==> config.mk <==
export PLATFORM = sky130hd
export DESIGN_NAME = cpu_fetch_unit_flat
export DESIGN_NICKNAME = d
export VERILOG_FILES = /design/src/rtl/cpu_pkg.sv /design/src/rtl/cpu_fetch_unit_if.sv /design/src/rtl/cpu_prog_ram.sv /design/src/rtl/cpu_fetch_unit.sv /design/src/flat_wrapper.sv
export SDC_FILE = /design/constraint.sdc
export NUM_CORES = 1
export LEC_CHECK = 0
export BUFFER_PORTS_ARGS = -buffer_cell sky130_fd_sc_hd__buf_2
export CAP_MARGIN = 20
export CORE_MARGIN = 1.5
export CORE_UTILIZATION = 50
export CTS_CLUSTER_SIZE = 10
export DETAILED_ROUTE_END_ITERATION = 8
export PLACE_DENSITY = 0.69
export SYNTH_ARGS = -nofsm -noshare
export SYNTH_HDL_FRONTEND = slang
export SYNTH_SLANG_ARGS = --single-unit
export TNS_END_PERCENT = 5
==> constraint.sdc <==
create_clock -name iClk -period 8.6 [get_ports iClk]
set_input_delay 1.29 -clock iClk [delete_from_list [all_inputs] [get_ports iClk]]
set_output_delay 1.29 -clock iClk [all_outputs]
set_load 0.1 [all_outputs]
==> src/rtl/cpu_pkg.sv <==
// Shared CPU definitions: instruction opcode field and fetch-sequencer state encoding.
package cpu_pkg;

  localparam int unsigned OPC_LSB = 6;
  localparam int unsigned OPC_MSB = 8;

  localparam logic [2:0] OP_MV  = 3'b000;
  localparam logic [2:0] OP_MVI = 3'b001;
  localparam logic [2:0] OP_ADD = 3'b010;
  localparam logic [2:0] OP_SUB = 3'b011;

  typedef enum logic [2:0] {
    S_IDLE  = 3'd0,
    S_ISSUE = 3'd1,
    S_IMM   = 3'd2,
    S_WAIT  = 3'd3,
    S_FIN   = 3'd4
  } fetch_state_t;

endpackage

==> src/rtl/cpu_fetch_unit_if.sv <==
// Program-load, start and core-handshake signals between a host/core and the fetch unit.
interface cpu_fetch_unit_if #(
  parameter int unsigned ADDR_W = 5,
  parameter int unsigned DATA_W = 16
);
  logic              iWe;
  logic [ADDR_W-1:0] iWaddr;
  logic [DATA_W-1:0] iWdata;
  logic [ADDR_W:0]   iLen;
  logic              iStart;
  logic              iDone;
  logic [DATA_W-1:0] oDin;
  logic              oRun;
  logic [ADDR_W-1:0] oPc;
  logic              oBusy;
  logic              oEnd;
  logic              oErr;

  modport master (
    output iWe, iWaddr, iWdata, iLen, iStart, iDone,
    input  oDin, oRun, oPc, oBusy, oEnd, oErr
  );

  modport slave (
    input  iWe, iWaddr, iWdata, iLen, iStart, iDone,
    output oDin, oRun, oPc, oBusy, oEnd, oErr
  );
endinterface

==> src/rtl/cpu_prog_ram.sv <==
// Program RAM: synchronous write, asynchronous read, contents not reset.
module cpu_prog_ram #(
  parameter int unsigned ADDR_W = 5,
  parameter int unsigned DATA_W = 16
) (
  input  logic              clk,
  input  logic              we,
  input  logic [ADDR_W-1:0] waddr,
  input  logic [DATA_W-1:0] wdata,
  input  logic [ADDR_W-1:0] raddr,
  output logic [DATA_W-1:0] rdata
);

  logic [DATA_W-1:0] mem [2**ADDR_W];

  always_ff @(posedge clk) begin
    if (we) mem[waddr] <= wdata;
  end

  assign rdata = mem[raddr];

endmodule

==> src/rtl/cpu_fetch_unit.sv <==
// Instruction-fetch sequencer: feeds program words and mvi immediates to the core's DIN/Run,
// advancing on Done, with a timeout abort while waiting.
module cpu_fetch_unit
  import cpu_pkg::*;
#(
  parameter int unsigned ADDR_W  = 5,
  parameter int unsigned DATA_W  = 16,
  parameter logic [2:0]  IMM_OP  = OP_MVI,
  parameter int unsigned TIMEOUT = 64
) (
  input logic             iClk,
  input logic             iRst,
  cpu_fetch_unit_if.slave bus
);

  localparam int unsigned WAIT_W = $clog2(TIMEOUT + 1);

  fetch_state_t      state_q, state_d;
  logic [ADDR_W-1:0] pc_q, pc_d;
  logic [ADDR_W:0]   len_q, len_d;
  logic [ADDR_W:0]   cnt_q, cnt_d;
  logic [WAIT_W-1:0] wait_q, wait_d;
  logic [DATA_W-1:0] din_q, din_d;
  logic              run_q, run_d;
  logic              end_q, end_d;
  logic              busy_q, busy_d;
  logic              err_q, err_d;
  logic [DATA_W-1:0] rd_data;
  logic              ram_we;

  assign ram_we = bus.iWe && (state_q == S_IDLE);

  // Read port addresses the word that will be presented next cycle, so oDin can be registered.
  cpu_prog_ram #(
    .ADDR_W (ADDR_W),
    .DATA_W (DATA_W)
  ) u_ram (
    .clk   (iClk),
    .we    (ram_we),
    .waddr (bus.iWaddr),
    .wdata (bus.iWdata),
    .raddr (pc_d),
    .rdata (rd_data)
  );

  always_comb begin
    state_d = state_q;
    pc_d    = pc_q;
    len_d   = len_q;
    cnt_d   = cnt_q;
    wait_d  = '0;
    err_d   = err_q;

    case (state_q)
      S_IDLE: begin
        if (bus.iStart) begin
          err_d = 1'b0;
          len_d = bus.iLen;
          cnt_d = '0;
          if (bus.iLen == '0) begin
            state_d = S_FIN;
          end else begin
            state_d = S_ISSUE;
            pc_d    = '0;
          end
        end
      end
      S_ISSUE: begin
        pc_d    = pc_q + ADDR_W'(1);
        cnt_d   = cnt_q + (ADDR_W + 1)'(1);
        // din_q holds mem[pc_q] throughout ISSUE since RAM writes are blocked while busy.
        state_d = (din_q[OPC_MSB:OPC_LSB] == IMM_OP) ? S_IMM : S_WAIT;
      end
      S_IMM: begin
        pc_d    = pc_q + ADDR_W'(1);
        cnt_d   = cnt_q + (ADDR_W + 1)'(1);
        state_d = S_WAIT;
      end
      S_WAIT: begin
        if (bus.iDone) begin
          state_d = (cnt_q >= len_q) ? S_FIN : S_ISSUE;
        end else if (wait_q == WAIT_W'(TIMEOUT - 1)) begin
          err_d   = 1'b1;
          state_d = S_IDLE;
        end else begin
          wait_d = wait_q + WAIT_W'(1);
        end
      end
      S_FIN:   state_d = S_IDLE;
      default: state_d = S_IDLE;
    endcase

    run_d  = (state_d == S_ISSUE) || (state_d == S_IMM);
    din_d  = run_d ? rd_data : '0;
    end_d  = (state_d == S_FIN);
    busy_d = (state_d != S_IDLE);
  end

  always_ff @(posedge iClk or posedge iRst) begin
    if (iRst) begin
      state_q <= S_IDLE;
      pc_q    <= '0;
      len_q   <= '0;
      cnt_q   <= '0;
      wait_q  <= '0;
      din_q   <= '0;
      run_q   <= 1'b0;
      end_q   <= 1'b0;
      busy_q  <= 1'b0;
      err_q   <= 1'b0;
    end else begin
      state_q <= state_d;
      pc_q    <= pc_d;
      len_q   <= len_d;
      cnt_q   <= cnt_d;
      wait_q  <= wait_d;
      din_q   <= din_d;
      run_q   <= run_d;
      end_q   <= end_d;
      busy_q  <= busy_d;
      err_q   <= err_d;
    end
  end

  assign bus.oDin  = din_q;
  assign bus.oRun  = run_q;
  assign bus.oPc   = pc_q;
  assign bus.oBusy = busy_q;
  assign bus.oEnd  = end_q;
  assign bus.oErr  = err_q;

endmodule
==> src/flat_wrapper.sv <==
// flat-port wrapper written by rule: the top's interface ports become plain ports
module cpu_fetch_unit_flat import cpu_pkg::*;
#(
  parameter int unsigned ADDR_W  = 5,
  parameter int unsigned DATA_W  = 16,
  parameter logic [2:0]  IMM_OP  = OP_MVI,
  parameter int unsigned TIMEOUT = 64
)
  (iClk, iRst, bus_iWe, bus_iWaddr, bus_iWdata, bus_iLen, bus_iStart, bus_iDone, bus_oDin, bus_oRun, bus_oPc, bus_oBusy, bus_oEnd, bus_oErr);
  cpu_fetch_unit_if #(.ADDR_W(ADDR_W), .DATA_W(DATA_W)) bus_i ();
  input logic iClk;
  input logic iRst;
  input wire logic [$bits(bus_i.iWe)-1:0] bus_iWe;
  input wire logic [$bits(bus_i.iWaddr)-1:0] bus_iWaddr;
  input wire logic [$bits(bus_i.iWdata)-1:0] bus_iWdata;
  input wire logic [$bits(bus_i.iLen)-1:0] bus_iLen;
  input wire logic [$bits(bus_i.iStart)-1:0] bus_iStart;
  input wire logic [$bits(bus_i.iDone)-1:0] bus_iDone;
  output wire logic [$bits(bus_i.oDin)-1:0] bus_oDin;
  output wire logic [$bits(bus_i.oRun)-1:0] bus_oRun;
  output wire logic [$bits(bus_i.oPc)-1:0] bus_oPc;
  output wire logic [$bits(bus_i.oBusy)-1:0] bus_oBusy;
  output wire logic [$bits(bus_i.oEnd)-1:0] bus_oEnd;
  output wire logic [$bits(bus_i.oErr)-1:0] bus_oErr;
  assign bus_i.iWe = bus_iWe;
  assign bus_i.iWaddr = bus_iWaddr;
  assign bus_i.iWdata = bus_iWdata;
  assign bus_i.iLen = bus_iLen;
  assign bus_i.iStart = bus_iStart;
  assign bus_i.iDone = bus_iDone;
  assign bus_oDin = bus_i.oDin;
  assign bus_oRun = bus_i.oRun;
  assign bus_oPc = bus_i.oPc;
  assign bus_oBusy = bus_i.oBusy;
  assign bus_oEnd = bus_i.oEnd;
  assign bus_oErr = bus_i.oErr;
  cpu_fetch_unit #(.ADDR_W(ADDR_W), .DATA_W(DATA_W), .IMM_OP(IMM_OP), .TIMEOUT(TIMEOUT)) u_core (.iClk(iClk), .iRst(iRst), .bus(bus_i));
endmodule
==> reports/qor.txt, run 1 <==
syn_nets: 1567
pin count of the biggest net entering global routing: 161
slowest CP cell: nor4_1
Worst R2R Path Depth: 12
fin cells: 2222
area grow syn2layout: 13.8%
Yosys cell types: 48
hold path cells: 1
Mapped Cells: 1526
most numerous cell on the critical path: a211oi_1
final worst path period need: 5.33 ns
crit path launch type: input pin
IO buf count: 56
die height: 213 um
cts bufs inserted: 66
critical path's top delay family: simple AND/OR/NAND/NOR gates
Residual DRC: 0
Final WS setup: 3.27 ns
crit path max fanout: 160
DIE AREA: 45500 um^2
setup TNS: 0 ns
Final Cycle Share: 62.0%
Post-Syn Area: 22100 um^2
post-synthesis sequential area ratio: 74.8%
Slew @ Worst Pin: 1.05 ns
TritonCTS Sinks: 559
num ports: 57
DP Wirelength: 31500 um
EDFF count, synth: 512
critical path's largest stage delay: 0.88 ns
crit path cell chain: buf_2 > or4b_4 > a21oi_2 > nor2_2 > a21oi_4 > buf_12 > inv_6 > buf_4 > and2_0 > a211oi_1 > a211oi_1 > nor4_1 > o22ai_1
status: complete, no violations
number of H-tree levels: 3
routed vias: 13700
TritonRoute pass-1 iters: 5
global-route wire length before repair: 82400 um
ANT nets after route: 0
die width: 213 um
initial antenna violation count: 5
pre-CTS setup slack: 2.80 ns
share of cells above drive strength 1: 13.8%
Crit Path Category: in -> reg
fmax: 188 MHz
final number of setup-violating endpoints: 0
cell row count: 76
async set or reset register ratio after synthesis: 8.41%
Tot GR Track Use: 25.0%
Final Hold Viols: 0
DRT Wirelength: 56400 um
CTS tree: yes
clk buf depth: 3
CP endpoint kind: register
Hold Buf Count CTS: 0
clk_lat worst skew: 0.58 ns
placed cell count: 2106
VDD IR max: 0.484 mV
Leakage Power: 8.13 nW
First DRT Iteration DRCs: 1736
Clock transition at path regs: 0.05 ns
core footprint: 43400 um^2
Slew Limit Fails: 0
Clock Tree Root: clkbuf_16
Vias/cell: 6.16
Hold WS: 0.469 ns
Arr. time, crit path: 5.72 ns
Max-Cap Viols: 0
WP depth: 13
number of global-route vias before repair: 13200
Synth Area per Inst: 14.5 um^2
Clock Skews: 0.0227 ns
cts repair resizes: 0
number of synthesized register bits: 559
Synth Warn #: 0
RePlAce Congestion: 0.814
Wirelength per Cell: 25.4 um
WP data required: 8.99 ns
HP Class: reg -> reg
Rel. slew slack: 29.6%
RSZ-0062 raised after global routing: no
WP buf/inv: 4
buffer count from post-CTS setup fixing: 0
Starting Density: 51.0%
Nets: 1634
Synth Flop Type: edfxtp_1
grt total ovfl: 0
PwrDens: 408 nW/um^2
synth_stat cells (6+ instances only):
cell type	instances	area (um^2)
nand2_1	164	616
edfxtp_1	512	15400
o21ai_0	12	60.1
buf_2	23	115
dfrtp_1	47	1180
a21oi_1	121	606
and2_1	29	181
a31oi_1	6	37.5
buf_1	20	75.1
o22ai_1	20	125
a211oi_1	237	1780
and2_0	97	607
clkbuf_1	61	229
ha_1	9	113
nand3_1	7	35.0
nor2_1	52	195
nor4_1	29	181
inv_1	11	41.3
nand3b_1	6	45.0
path summary, 6_finish.rpt:
check                                   from             endpoint  slack (ns)
setup / recovery                  bus_iStart   u_core.bus.oDin[7]        3.27
min in group asynchronous               iRst  u_core.bus.oDin[12]        0.91
setup reg to reg           u_core.state_q[1]   u_core.bus.oDin[7]        3.52
hold / removal              u_core.wait_q[0]     u_core.wait_q[0]        0.47
hold reg to reg             u_core.wait_q[0]     u_core.wait_q[0]        0.47
max in group asynchronous               iRst   u_core.bus.oDin[6]        7.22
through the flow:
step | utilization, % | instance area (um^2) | power [W]
2_1_floorplan | - | 22100 | 0.00644
3_3_place_gp | 53.3 | 23100 | 0.00771
3_5_place_dp | 53.5 | 23200 | 0.00779
4_1_cts | 57.9 | 25100 | 0.0103
5_1_grt | 58.0 | 25200 | 0.0108
6_report | 58.0 | 25200 | 0.0103
placed cells by master (no fill, tap or decap), types with 3 or more instances in the layout:
cell type / n
a211oi_1: 237
a21oi_1: 121
a311oi_1: 5
a31oi_1: 6
and2_0: 97
and2_1: 28
buf_2: 56
buf_4: 37
buf_8: 5
clkbuf_1: 35
clkbuf_16: 67
dfrtp_1: 47
edfxtp_1: 512
ha_1: 9
inv_1: 10
inv_6: 5
mux2i_1: 4
nand2_1: 164
nand3_1: 7
nand3b_1: 6
nand4_1: 3
nor2_1: 22
nor2_2: 30
nor3_1: 3
nor4_1: 29
o21ai_0: 12
o22ai_1: 20
o32ai_1: 3
or3_1: 5
xnor2_1: 4
xor2_1: 5
kinds of logic after synthesis:
group	count (synthesis)	share of synthesized area, %
DFF	559	74.8
AOI/OAI and AO/OA	416	12.6
and+or+nand+nor	408	9.15
buffers and inverters	117	2.12
xor gates and xnor gates	9	0.356
adders and majority gates	9	0.509
muxes	8	0.486
cell type report:
type	count	area, um^2
multi-input combinational	850	5190
inverter	13	56.3
sequential	559	16600
clock buffer	103	1820
clock inverter	8	77.6
tap	585	732
timing repair buffer	103	739
antenna	1	2.50
fill	3342	18200
registers in the layout, indices dropped and copies added, names as in the netlist:
name and count:
u_core.bus.oErr 1, u_core.state_q 3, u_core.bus.oDin 16, u_core.wait_q 7, u_core.bus.oEnd 1, u_core.bus.oBusy 1
u_core.cnt_q 6, u_core.u_ram.mem 512, u_core.bus.oRun 1, u_core.len_q 6, u_core.bus.oPc 5
power breakdown:
part | internal (W) | leakage (nW) | switching, W | total, W
sequential | 0.00306 | 5.21 | 0.0000700 | 0.00313
clock | 0.00146 | 0.914 | 0.00103 | 0.00248
combinational | 0.00133 | 2.00 | 0.00332 | 0.00466
total | 0.00585 | 8.13 | 0.00442 | 0.0103
routing by layer:
layer  GRT usage (%)  part of all wire (%)  routed length [um]  up-vias
met2            39.5                    48               26800      675
met1            33.6                    39               22200     6863
met5               0                 0.099                  56        -
met4            9.57                   3.4                1930        8
li1                -                     -                   -     6017
met3            6.36                   9.7                5480      134
(Power assumes the default switching activity.)
==> inputs of run 2 (changes only) <==
==> constraint.sdc (replaced) <==
create_clock -name iClk -period 5.4 [get_ports iClk]
set_input_delay 0.81 -clock iClk [delete_from_list [all_inputs] [get_ports iClk]]
set_output_delay 0.81 -clock iClk [all_outputs]
set_load 0.1 [all_outputs]
==> run 2 against run 1 <==
Worst setup slack got worse by 1.8 ns. Combinational power increased by 63%. Sequential share of layout area decreased by 0.41 points. Non-clock buffer count increased by 9. Clock skew about the same. Final area increased by 0.63%. Cell count about the same. Largest power group unchanged.
==> reports/qor.txt, run 2 (synthesized netlist as in run 1, its figures left out) <==
R2R setup slack: 1.49 ns
Crit Path Category: reg -> reg
Slew Limit Fails: 0
Leakage Power: 8.19 nW
buffer count from post-CTS setup fixing: 0
DRT Wirelength: 54100 um
TritonCTS Sinks: 559
total chip power: 0.0165 W
crit path launch type: register
cts repair resizes: 0
Nets: 1643
final number of setup-violating endpoints: 0
IO buf count: 56
FF-to-FF Start: u_core.state_q[1]
PwrDens: 652 nW/um^2
CTS tree: yes
setup TNS: 0 ns
final worst path period need: 3.91 ns
routing usage on met3: 5.14%
most frequent cells in the layout: edfxtp_1, a211oi_1, nand2_1
WP depth: 12
number of global-route vias before repair: 13100
Rel. slew slack: 28.8%
global-route wire length before repair: 81400 um
routed vias: 13400
Residual DRC: 0
slowest CP cell: nor4_1
Clock transition at path regs: 0.06 ns
ANT nets after route: 0
layer with the highest usage: met2
Vias/cell: 6.04
WP buf/inv: 3
Global Route met2 Usage: 38.0%
Max-Cap Viols: 0
fmax: 255 MHz
Final Cycle Share: 72.5%
Starting Density: 51.0%
RSZ-0062 raised after global routing: no
DP Wirelength: 30500 um
TritonRoute pass-1 iters: 5
worst r2r dst: u_core.bus.oDin[2]
Slew @ Worst Pin: 1.07 ns
Clock Tree Root: clkbuf_16
die width: 213 um
Clock Skews: 0.0228 ns
WP data required: 5.81 ns
critical path's top delay family: simple AND/OR/NAND/NOR gates
share of cells above drive strength 1: 14.1%
GRT met1 Usage: 34.7%
commonest non-fill, non-tap cell in the layout: edfxtp_1
Worst R2R Path Depth: 12
initial antenna violation count: 3
die height: 213 um
area grow syn2layout: 14.5%
Top reg by flops: u_core.u_ram.mem
Tot GR Track Use: 24.4%
Final Hold Viols: 0
pin count of the biggest net entering global routing: 161
Wirelength per Cell: 24.4 um
CP endpoint kind: register
VDD IR max: 1.08 mV
RePlAce Congestion: 0.824
most numerous cell on the critical path: a211oi_1
status: complete, no violations
HP Class: in -> async
crit path max fanout: 112
cts bufs inserted: 66
clk_lat worst skew: 0.58 ns
core footprint: 43400 um^2
critical path's largest stage delay: 0.62 ns
grt total ovfl: 0
num ports: 57
number of H-tree levels: 3
Hold Buf Count CTS: 0
First DRT Iteration DRCs: 1443
Worst Setup EP: u_core.bus.oDin[2]
crit path cell chain: or4b_4 > a21oi_2 > nor2_2 > a21oi_4 > inv_6 > buf_12 > buf_4 > and2_1 > a211oi_1 > a211oi_1 > nor4_1 > o22ai_1
CP startpoint: u_core.state_q[1]
max reg flops: 512
clk buf depth: 3
cell row count: 76
Arr. time, crit path: 4.32 ns
DIE AREA: 45500 um^2
run 2: worst min-delay path by stage:
stage | start | to | slack [ns]
after floorplan | u_core.wait_q[0] | u_core.wait_q[0] | 0.43
after global placement | u_core.wait_q[0] | u_core.wait_q[0] | 0.45
after detailed placement | u_core.wait_q[0] | u_core.wait_q[0] | 0.46
after CTS | iRst | u_core.bus.oDin[2] | 0.20
after global routing | iRst | u_core.bus.oDin[2] | 0.22
final | iRst | u_core.bus.oDin[11] | 0.22
run 2: where the power goes:
group | switching, W | internal (W) | total (W)
combinational | 0.00531 | 0.00230 | 0.00761
clock | 0.00161 | 0.00230 | 0.00391
sequential | 0.000116 | 0.00487 | 0.00498
total | 0.00703 | 0.00947 | 0.0165
run 2: routing by layer:
| layer | part of all wire (%) | vias to the layer above | routed length [um] |
|---|---|---|---|
| met5 | 0.018 | - | 10 |
| met3 | 8.7 | 113 | 4700 |
| met1 | 42 | 6733 | 22800 |
| li1 | - | 6020 | - |
| met2 | 46 | 564 | 25100 |
| met4 | 2.8 | 2 | 1510 |
run 2: metrics by stage:
step | area (um^2) | utilization [%] | hold slack, ns | std cells | setup slack [ns]
3_5_place_dp | 23300 | 53.8 | 0.458 | 2111 | 1.09
4_1_cts | 25200 | 58.1 | 0.200 | 2213 | 1.44
5_1_grt | 25300 | 58.4 | 0.217 | 2221 | 1.20
3_3_place_gp | 23200 | 53.4 | 0.446 | 2103 | 1.05
2_1_floorplan | 22100 | - | 0.433 | 1526 | 2.39
6_report | 25300 | 58.4 | 0.217 | 2223 | 1.49
run 2: layout make-up:
type / instances / area [um^2]
antenna: 2 / 5.00
clock buffer: 98 / 1810
timing repair buffer: 112 / 947
inverter: 13 / 56.3
fill: 3365 / 18000
sequential: 559 / 16600
tap: 585 / 732
clock inverter: 4 / 38.8
multi-input combinational: 850 / 5180
run 2: worst register-to-register path, cell delays in order (launching register included):
cell      delay (ns)
dfrtp_1         0.48
or4b_4          0.61
a21oi_2         0.17
nor2_2          0.11
a21oi_4         0.28
inv_6           0.24
buf_12          0.32
buf_4           0.26
and2_1          0.19
a211oi_1        0.22
a211oi_1        0.11
nor4_1          0.62
o22ai_1         0.15
